### config.mk
export PLATFORM = sky130hd
export DESIGN_NAME = tennis_set_fsm
export DESIGN_NICKNAME = d
export VERILOG_FILES = /design/src/rtl/tennis_set_fsm.sv
export SDC_FILE = /design/constraint.sdc
export NUM_CORES = 1
export LEC_CHECK = 0
export ABC_AREA = 1
export ABC_CLOCK_PERIOD_IN_PS = 5210
export BUFFER_PORTS_ARGS = -buffer_cell sky130_fd_sc_hd__buf_2
export CORE_MARGIN = 3
export CORE_UTILIZATION = 60
export DETAILED_ROUTE_END_ITERATION = 6
export GPL_TIMING_DRIVEN = 1
export PLACE_DENSITY = 0.81
export SYNTH_ARGS = -nofsm -noshare
export SYNTH_HDL_FRONTEND = slang
export SYNTH_SLANG_ARGS = --single-unit
### constraint.sdc
create_clock -name clk -period 5.21 [get_ports clk]
set_input_delay 0.521 -clock clk [delete_from_list [all_inputs] [get_ports clk]]
set_output_delay 0.521 -clock clk [all_outputs]
set_load 0.02 [all_outputs]
### src/rtl/tennis_set_fsm.sv
`default_nettype none
// ============================================================================
// Module   : tennis_set_fsm
// Brief    : Point/game/set scorer with deuce, serve tracking and error flag.
//            Define TIEBREAK_EN for tie-break sets; otherwise advantage sets.
// Revision : 1.0 - initial release
// ============================================================================
module tennis_set_fsm #(
    parameter  int GAMES_TO_WIN = 6,
    parameter  int TB_POINTS    = 7,
    parameter  int SET_W        = 3,
    localparam int GAME_W       = $clog2(GAMES_TO_WIN + 2),
    localparam int TB_W         = $clog2(TB_POINTS + 1)
) (
    input  logic              clk,
    input  logic              rst,
    input  logic              p1_point,
    input  logic              p2_point,
    output logic [2:0]        game_state,
    output logic [1:0]        p1_pts,
    output logic [1:0]        p2_pts,
    output logic [TB_W-1:0]   p1_tb,
    output logic [TB_W-1:0]   p2_tb,
    output logic [GAME_W-1:0] p1_games,
    output logic [GAME_W-1:0] p2_games,
    output logic [SET_W-1:0]  p1_sets,
    output logic [SET_W-1:0]  p2_sets,
    output logic              server,
    output logic              p1_game_win,
    output logic              p2_game_win,
    output logic              p1_set_win,
    output logic              p2_set_win,
    output logic              point_err
);

    typedef enum logic [2:0] {
        S_PLAY   = 3'd0,
        S_DEUCE  = 3'd1,
        S_ADV_P1 = 3'd2,
        S_ADV_P2 = 3'd3,
        S_TB     = 3'd4
    } state_t;

    localparam logic [GAME_W:0]   c_g      = (GAME_W+1)'(GAMES_TO_WIN);
    localparam logic [GAME_W:0]   c_g_m2   = (GAME_W+1)'(GAMES_TO_WIN - 2);
    localparam logic [GAME_W:0]   c_g_p1   = (GAME_W+1)'(GAMES_TO_WIN + 1);
    localparam logic [GAME_W-1:0] c_g_full = GAME_W'(GAMES_TO_WIN);
    localparam logic [TB_W:0]     c_tb     = (TB_W+1)'(TB_POINTS);
    localparam logic [TB_W-1:0]   c_tb_m1  = TB_W'(TB_POINTS - 1);

    state_t            r_state, w_state;
    logic [1:0]        r_p1_pts, r_p2_pts, w_p1_pts, w_p2_pts;
    logic [TB_W-1:0]   r_p1_tb, r_p2_tb, w_p1_tb, w_p2_tb;
    logic [GAME_W-1:0] r_p1_games, r_p2_games, w_p1_games, w_p2_games;
    logic [SET_W-1:0]  r_p1_sets, r_p2_sets, w_p1_sets, w_p2_sets;
    logic              r_server, w_server, r_tb_first, w_tb_first;
    logic              r_p1_gw, r_p2_gw, r_p1_sw, r_p2_sw, r_err;
    logic              w_p1_gw, w_p2_gw, w_p1_sw, w_p2_sw, w_err;
    logic              w_game_won, w_tb_pt;

    // Decoded point inputs and winner/loser views of the current score
    logic              w_pt1, w_pt2, w_one, w_both;
    logic [1:0]        w_win_pts, w_los_pts;
    logic [GAME_W:0]   w_win_games, w_los_games;
    logic [TB_W:0]     w_s_tb, w_o_tb;
    logic              w_tb_par, w_set_won, w_games_back, w_tb_start;

    assign w_pt1       = p1_point & ~p2_point;
    assign w_pt2       = p2_point & ~p1_point;
    assign w_one       = w_pt1 | w_pt2;
    assign w_both      = p1_point & p2_point;
    assign w_win_pts   = w_pt2 ? r_p2_pts : r_p1_pts;
    assign w_los_pts   = w_pt2 ? r_p1_pts : r_p2_pts;
    assign w_win_games = {1'b0, (w_pt2 ? r_p2_games : r_p1_games)} + (GAME_W+1)'(1);
    assign w_los_games = {1'b0, (w_pt2 ? r_p1_games : r_p2_games)};
    assign w_s_tb      = {1'b0, (w_pt2 ? r_p2_tb : r_p1_tb)} + (TB_W+1)'(1);
    assign w_o_tb      = {1'b0, (w_pt2 ? r_p1_tb : r_p2_tb)};
    // Parity of the tie-break total before this point; even means the new total is odd
    assign w_tb_par    = r_p1_tb[0] ^ r_p2_tb[0];

`ifdef TIEBREAK_EN
    assign w_tb_start   = (r_p1_games == c_g_full) && (r_p2_games == c_g_full);
    assign w_set_won    = ((w_win_games == c_g) && (w_los_games <= c_g_m2)) ||
                          (w_win_games == c_g_p1);
    assign w_games_back = 1'b0;
    assign p1_tb        = r_p1_tb;
    assign p2_tb        = r_p2_tb;
`else
    localparam logic [GAME_W:0] c_g_m1 = (GAME_W+1)'(GAMES_TO_WIN - 1);
    localparam logic [GAME_W:0] c_g_p2 = (GAME_W+1)'(GAMES_TO_WIN + 2);
    assign w_tb_start   = 1'b0;
    assign w_set_won    = ((w_win_games == c_g) && (w_los_games <= c_g_m2)) ||
                          ((w_win_games == c_g_p1) && (w_los_games <= c_g_m1)) ||
                          (w_win_games == c_g_p2);
    assign w_games_back = (w_win_games == c_g_p1) && (w_los_games == c_g_p1);
    assign p1_tb        = '0;
    assign p2_tb        = '0;
`endif

    always_comb begin
        w_state    = r_state;
        w_p1_pts   = r_p1_pts;
        w_p2_pts   = r_p2_pts;
        w_p1_tb    = r_p1_tb;
        w_p2_tb    = r_p2_tb;
        w_p1_games = r_p1_games;
        w_p2_games = r_p2_games;
        w_p1_sets  = r_p1_sets;
        w_p2_sets  = r_p2_sets;
        w_server   = r_server;
        w_tb_first = r_tb_first;
        w_p1_gw    = 1'b0;
        w_p2_gw    = 1'b0;
        w_p1_sw    = 1'b0;
        w_p2_sw    = 1'b0;
        w_err      = 1'b0;
        w_game_won = 1'b0;
        w_tb_pt    = 1'b0;

        case (r_state)
            S_PLAY: begin
                w_err = w_both;
                if (w_tb_start) begin
                    // Entry edge already scores as the first tie-break point
                    w_state    = S_TB;
                    w_tb_first = r_server;
                    w_tb_pt    = w_one;
                end else if (w_one) begin
                    if (w_win_pts == 2'd3) begin
                        w_game_won = 1'b1;
                    end else if (w_win_pts == 2'd2 && w_los_pts == 2'd3) begin
                        w_state  = S_DEUCE;
                        w_p1_pts = 2'd3;
                        w_p2_pts = 2'd3;
                    end else if (w_pt2) begin
                        w_p2_pts = r_p2_pts + 2'd1;
                    end else begin
                        w_p1_pts = r_p1_pts + 2'd1;
                    end
                end
            end
            S_DEUCE: begin
                w_err = w_both;
                if (w_pt1)      w_state = S_ADV_P1;
                else if (w_pt2) w_state = S_ADV_P2;
            end
            S_ADV_P1: begin
                w_err = w_both;
                if (w_pt1)      w_game_won = 1'b1;
                else if (w_pt2) w_state    = S_DEUCE;
            end
            S_ADV_P2: begin
                w_err = w_both;
                if (w_pt2)      w_game_won = 1'b1;
                else if (w_pt1) w_state    = S_DEUCE;
            end
`ifdef TIEBREAK_EN
            S_TB: begin
                w_err   = w_both;
                w_tb_pt = w_one;
            end
`endif
            default: begin
                w_state  = S_PLAY;
                w_p1_pts = 2'd0;
                w_p2_pts = 2'd0;
                w_p1_tb  = '0;
                w_p2_tb  = '0;
            end
        endcase

        if (w_game_won) begin
            w_state  = S_PLAY;
            w_p1_pts = 2'd0;
            w_p2_pts = 2'd0;
            w_server = ~r_server;
            w_p1_gw  = w_pt1;
            w_p2_gw  = w_pt2;
            if (w_set_won) begin
                w_p1_games = '0;
                w_p2_games = '0;
                w_p1_sw    = w_pt1;
                w_p2_sw    = w_pt2;
            end else if (w_games_back) begin
                w_p1_games = c_g_full;
                w_p2_games = c_g_full;
            end else if (w_pt2) begin
                w_p2_games = w_win_games[GAME_W-1:0];
            end else begin
                w_p1_games = w_win_games[GAME_W-1:0];
            end
        end

        if (w_tb_pt) begin
            if (!w_tb_par) w_server = ~r_server;
            if (w_s_tb >= c_tb && w_s_tb >= w_o_tb + (TB_W+1)'(2)) begin
                w_state    = S_PLAY;
                w_p1_tb    = '0;
                w_p2_tb    = '0;
                w_p1_games = '0;
                w_p2_games = '0;
                w_server   = ~w_tb_first;
                w_p1_gw    = w_pt1;
                w_p2_gw    = w_pt2;
                w_p1_sw    = w_pt1;
                w_p2_sw    = w_pt2;
            end else if (w_s_tb == c_tb && w_o_tb == c_tb) begin
                w_p1_tb = c_tb_m1;
                w_p2_tb = c_tb_m1;
            end else if (w_pt2) begin
                w_p2_tb = w_s_tb[TB_W-1:0];
            end else begin
                w_p1_tb = w_s_tb[TB_W-1:0];
            end
        end

        if (w_p1_sw && r_p1_sets != '1) w_p1_sets = r_p1_sets + SET_W'(1);
        if (w_p2_sw && r_p2_sets != '1) w_p2_sets = r_p2_sets + SET_W'(1);
    end

    always_ff @(posedge clk or posedge rst) begin
        if (rst) begin
            r_state    <= S_PLAY;
            r_p1_pts   <= 2'd0;
            r_p2_pts   <= 2'd0;
            r_p1_tb    <= '0;
            r_p2_tb    <= '0;
            r_p1_games <= '0;
            r_p2_games <= '0;
            r_p1_sets  <= '0;
            r_p2_sets  <= '0;
            r_server   <= 1'b0;
            r_tb_first <= 1'b0;
            r_p1_gw    <= 1'b0;
            r_p2_gw    <= 1'b0;
            r_p1_sw    <= 1'b0;
            r_p2_sw    <= 1'b0;
            r_err      <= 1'b0;
        end else begin
            r_state    <= w_state;
            r_p1_pts   <= w_p1_pts;
            r_p2_pts   <= w_p2_pts;
            r_p1_tb    <= w_p1_tb;
            r_p2_tb    <= w_p2_tb;
            r_p1_games <= w_p1_games;
            r_p2_games <= w_p2_games;
            r_p1_sets  <= w_p1_sets;
            r_p2_sets  <= w_p2_sets;
            r_server   <= w_server;
            r_tb_first <= w_tb_first;
            r_p1_gw    <= w_p1_gw;
            r_p2_gw    <= w_p2_gw;
            r_p1_sw    <= w_p1_sw;
            r_p2_sw    <= w_p2_sw;
            r_err      <= w_err;
        end
    end

    assign game_state  = r_state;
    assign p1_pts      = r_p1_pts;
    assign p2_pts      = r_p2_pts;
    assign p1_games    = r_p1_games;
    assign p2_games    = r_p2_games;
    assign p1_sets     = r_p1_sets;
    assign p2_sets     = r_p2_sets;
    assign server      = r_server;
    assign p1_game_win = r_p1_gw;
    assign p2_game_win = r_p2_gw;
    assign p1_set_win  = r_p1_sw;
    assign p2_set_win  = r_p2_sw;
    assign point_err   = r_err;

endmodule
`default_nettype wire

==> impl_metrics.tcl <==
set metrics [dict create \
    worst_hold_path_class "in2async" \
    syn_area_um2 1840 \
    layout_worst_path_cycle_share_pct 48.0 \
    critPathMaxStageDelay_ns 0.45 \
    number_of_synthesized_register_bits 24 \
    power_per_cell_area_nw_per_um2 471 \
    synth_common_cells "sky130_fd_sc_hd__nand2_1 (77), sky130_fd_sc_hd__inv_1 (30), sky130_fd_sc_hd__dfrtp_1 (24), sky130_fd_sc_hd__nand4_1 (19), sky130_fd_sc_hd__nor2_1 (16)" \
    power.clock.fraction_pct 14.8 \
    drtAntennaViolNets 0 \
    synth_largest_type_area_fraction_pct 32.6 \
    ios 35 \
    cts_h_tree_lvls 1 \
    tritoncts_num_sinks 24 \
    cp_data_arrival_time_ns 2.73 \
    yosys_most_used_dff "sky130_fd_sc_hd__dfrtp_1" \
    effective_utilization_at_floorplan_pct 64.6 \
    via_count 1603 \
    drv_slew 0 \
    ys_async_sr_fraction_pct 100 \
    synth.avg_cell_area_um2 7.53 \
    post-layout-total-power_mw 0.954 \
    die_area_um2 3770 \
    antenna-diode-count 0 \
    leakagePower_nw 1.17 \
    critPathLaunchType "primary input" \
    clkLatencyLatePin_ns 0.33 \
    max-vdd-ir-drop_mv 0.261 \
    detail_route.vias_per_cell 5.27 \
    max-cap-violations 0 \
    cell_accounting_for_the_most_synthesized_area "sky130_fd_sc_hd__dfrtp_1" \
    crit_path_end_kind "register" \
    dpl_cell_area_um2 1970 \
    place_hpwl_mm 2.77 \
    class_of_the_most_critical_setup_path "in2reg" \
    post-synth-top-count-cell "sky130_fd_sc_hd__nand2_1" \
    report.final.setup_viol 0 \
    grt_pass1_vias 1368 \
    syn_inst 245 \
    fin_skew_ns 0.0139 \
    power_frac_comb_pct 53.8 \
    setup_repair_after_global_routing_missed_its_margin "no" \
    period_needed_ns 2.50 \
    finalWirelength_mm 3.51 \
    finalWeightedCongestion 0.949 \
    power.switching_mw 0.469 \
    layout-area-overhead-vs-synth_pct 9.84 \
    layout-drive-gt1-share_pct 23.8 \
    setup_tns_ns 0 \
    post_cts_resize_count 0 \
    die_y_um 61.4 \
    finish.instance_area_um2 2030 \
    max-clock-path-buffers 2 \
    cp.depth 17 \
    cts-buffers-inserted 3 \
    critical_path.top_delay_family "simple AND/OR/NAND/NOR gates" \
    cts_root_buffer "sky130_fd_sc_hd__clkbuf_4" \
    post_cts_buffers 0 \
    synth_cell_type_count 28 \
    worstRegToRegCells 13 \
    grt.overflow.total 0 \
    timing.slew.headroom_pct 39.6 \
    seq_power_share_pct 31.4 \
    path_common_cell "sky130_fd_sc_hd__nand2_2" \
    fmaxAchievable_ghz 0.400 \
    cts_hold_repair.buffers 0 \
    first_pass_grt_wire_length_mm 5.90 \
    cp.required_ns 5.44 \
    worst_slew_pin_slew_ns 0.905 \
    largest_fanout_on_the_critical_path 13 \
    synthesis.yosys.warnings 0 \
    finish.net_count 293 \
    p_int_mw 0.485 \
    pin_count_of_the_biggest_net_entering_global_routing 25 \
    synth_seq_area_share_pct 32.6 \
    io_buffer_count 27 \
    wire_per_inst_um 11.6 \
    cp_num_buf_inv 4 \
    cts_tree "done" \
    grt_util_all_layers_pct 21.0 \
    synth.top_cells.by_area "sky130_fd_sc_hd__dfrtp_1 (33%), sky130_fd_sc_hd__nand2_1 (16%), sky130_fd_sc_hd__ha_1 (10%)" \
    worst_path_max_delay_cell "sky130_fd_sc_hd__ha_1" \
    sw_share_pct 49.2 \
    worst_setup_hold_path_clk_slew_ns 0.15 \
    worstPathCellList "buf_2 > inv_1 > ha_1 > inv_2 > nand2_1 > nand2_2 > ha_1 > inv_1 > nand3_1 > nand2_2 > nand3_2 > nor2_2 > nor2_8 > nand2_2 > nand2_2 > nand2_1 > nand2_1" \
    synth-edff-count 0 \
    initialDrtViolationCount 73 \
    status "finished clean" \
    finalHoldViolations 0 \
    coreArea_um2 2850 \
    fp-row-count 19 \
    chip_width_um 61.4 \
    post-route-drc-count 0 \
    drt_pass1_iterations 4 \
    fill_cells 258 \
    antenna_found_initial 0 \
]
cell type report:
cell class                      count  area, um^2  area share, %
Clock inverter                      1        30.0           1.48
Inverter                           35         131           6.49
Clock buffer                        3        22.5           1.11
Multi-Input combinational cell    183        1070           52.7
Timing Repair Buffer               27         135           6.67
Sequential cell                    24         601           29.6
Tap cell                           31        38.8           1.91
power by group through the flow:
stage | Sequential [mW] | Combinational, mW | Clock [mW]
4_1_cts | 0.301 | 0.517 | 0.143
3_3_place_gp | 0.303 | 0.510 | 0
6_report | 0.300 | 0.513 | 0.141
3_5_place_dp | 0.305 | 0.516 | 0
2_1_floorplan | 0.350 | 0.350 | 0
5_1_grt | 0.311 | 0.588 | 0.151
worst register-to-register path: stages (launching register included):
cell and delay [ns]:
sky130_fd_sc_hd__dfrtp_1 0.46, sky130_fd_sc_hd__nand2_1 0.11, sky130_fd_sc_hd__nand2_2 0.11, sky130_fd_sc_hd__ha_1 0.25
sky130_fd_sc_hd__inv_1 0.06, sky130_fd_sc_hd__nand3_1 0.08, sky130_fd_sc_hd__nand2_2 0.10, sky130_fd_sc_hd__nand3_2 0.12
sky130_fd_sc_hd__nor2_2 0.23, sky130_fd_sc_hd__nor2_8 0.09, sky130_fd_sc_hd__nand2_2 0.07, sky130_fd_sc_hd__nand2_2 0.06
sky130_fd_sc_hd__nand2_1 0.06, sky130_fd_sc_hd__nand2_1 0.04
registers in the layout, indices dropped and copies added, names as in the netlist:
register / count
p1_sets: 3
p2_set_win: 1
point_err: 1
p2_game_win: 1
game_state: 2
p1_set_win: 1
p1_pts: 2
p1_games: 3
server: 1
p1_game_win: 1
p2_sets: 3
p2_games: 3
p2_pts: 2
kinds of logic (layout without fill, tap and decap cells):
group,Yosys count,in the layout,share of synthesized area [%]
fa+ha+maj,15,15,10.2
compound gates,12,12,3.93
other cells,1,7,0.203
flops,24,24,32.6
buf+inv,44,66,10.8
xor+xnor,1,1,0.475
simple gates,148,148,41.9
per-layer routing:
layer  routed length, um  global-route usage, %
met1                1570                   27.9
met2                1700                   33.5
met3                 165                   3.35
met4                  84                   9.39
met5                   0                      0
worst paths after layout:
kind | from | endpoint | slack [ns]
setup / recovery | p1_point | p1_games[2] | 2.71
max in group asynchronous | rst | p1_games[2] | 4.30
hold / removal | rst | p2_set_win | 0.35
hold reg to reg | server | server | 0.48
setup reg to reg | p2_games[0] | p1_games[2] | 3.28
min in group clk | server | server | 0.48
stage by stage:
step                std cells  setup slack [ns]  hold WS (ns)  utilization [%]
global route              304              2.48         0.418             71.0
CTS                       304              2.72         0.385             71.0
finish                    304              2.71         0.354             71.0
global placement          300              2.44         0.458             69.2
floorplan                 251              2.98         0.536                -
detailed placement        300              2.35         0.461             69.2
cells in the final DEF (no fill, tap or decap), types with 4 or more instances in the layout:
cell,netlist,layout
sky130_fd_sc_hd__dfrtp_1,24,24
sky130_fd_sc_hd__conb_1,1,7
sky130_fd_sc_hd__o21ai_0,4,4
sky130_fd_sc_hd__nand2_1,77,77
sky130_fd_sc_hd__nand4_1,19,19
sky130_fd_sc_hd__buf_2,0,27
sky130_fd_sc_hd__nand2_2,11,11
sky130_fd_sc_hd__inv_1,30,30
sky130_fd_sc_hd__inv_2,5,5
sky130_fd_sc_hd__nand3_1,8,8
sky130_fd_sc_hd__ha_1,15,15
sky130_fd_sc_hd__nand3_2,5,5
sky130_fd_sc_hd__nor2_1,16,16
Power figures use the tool's default switching activity.
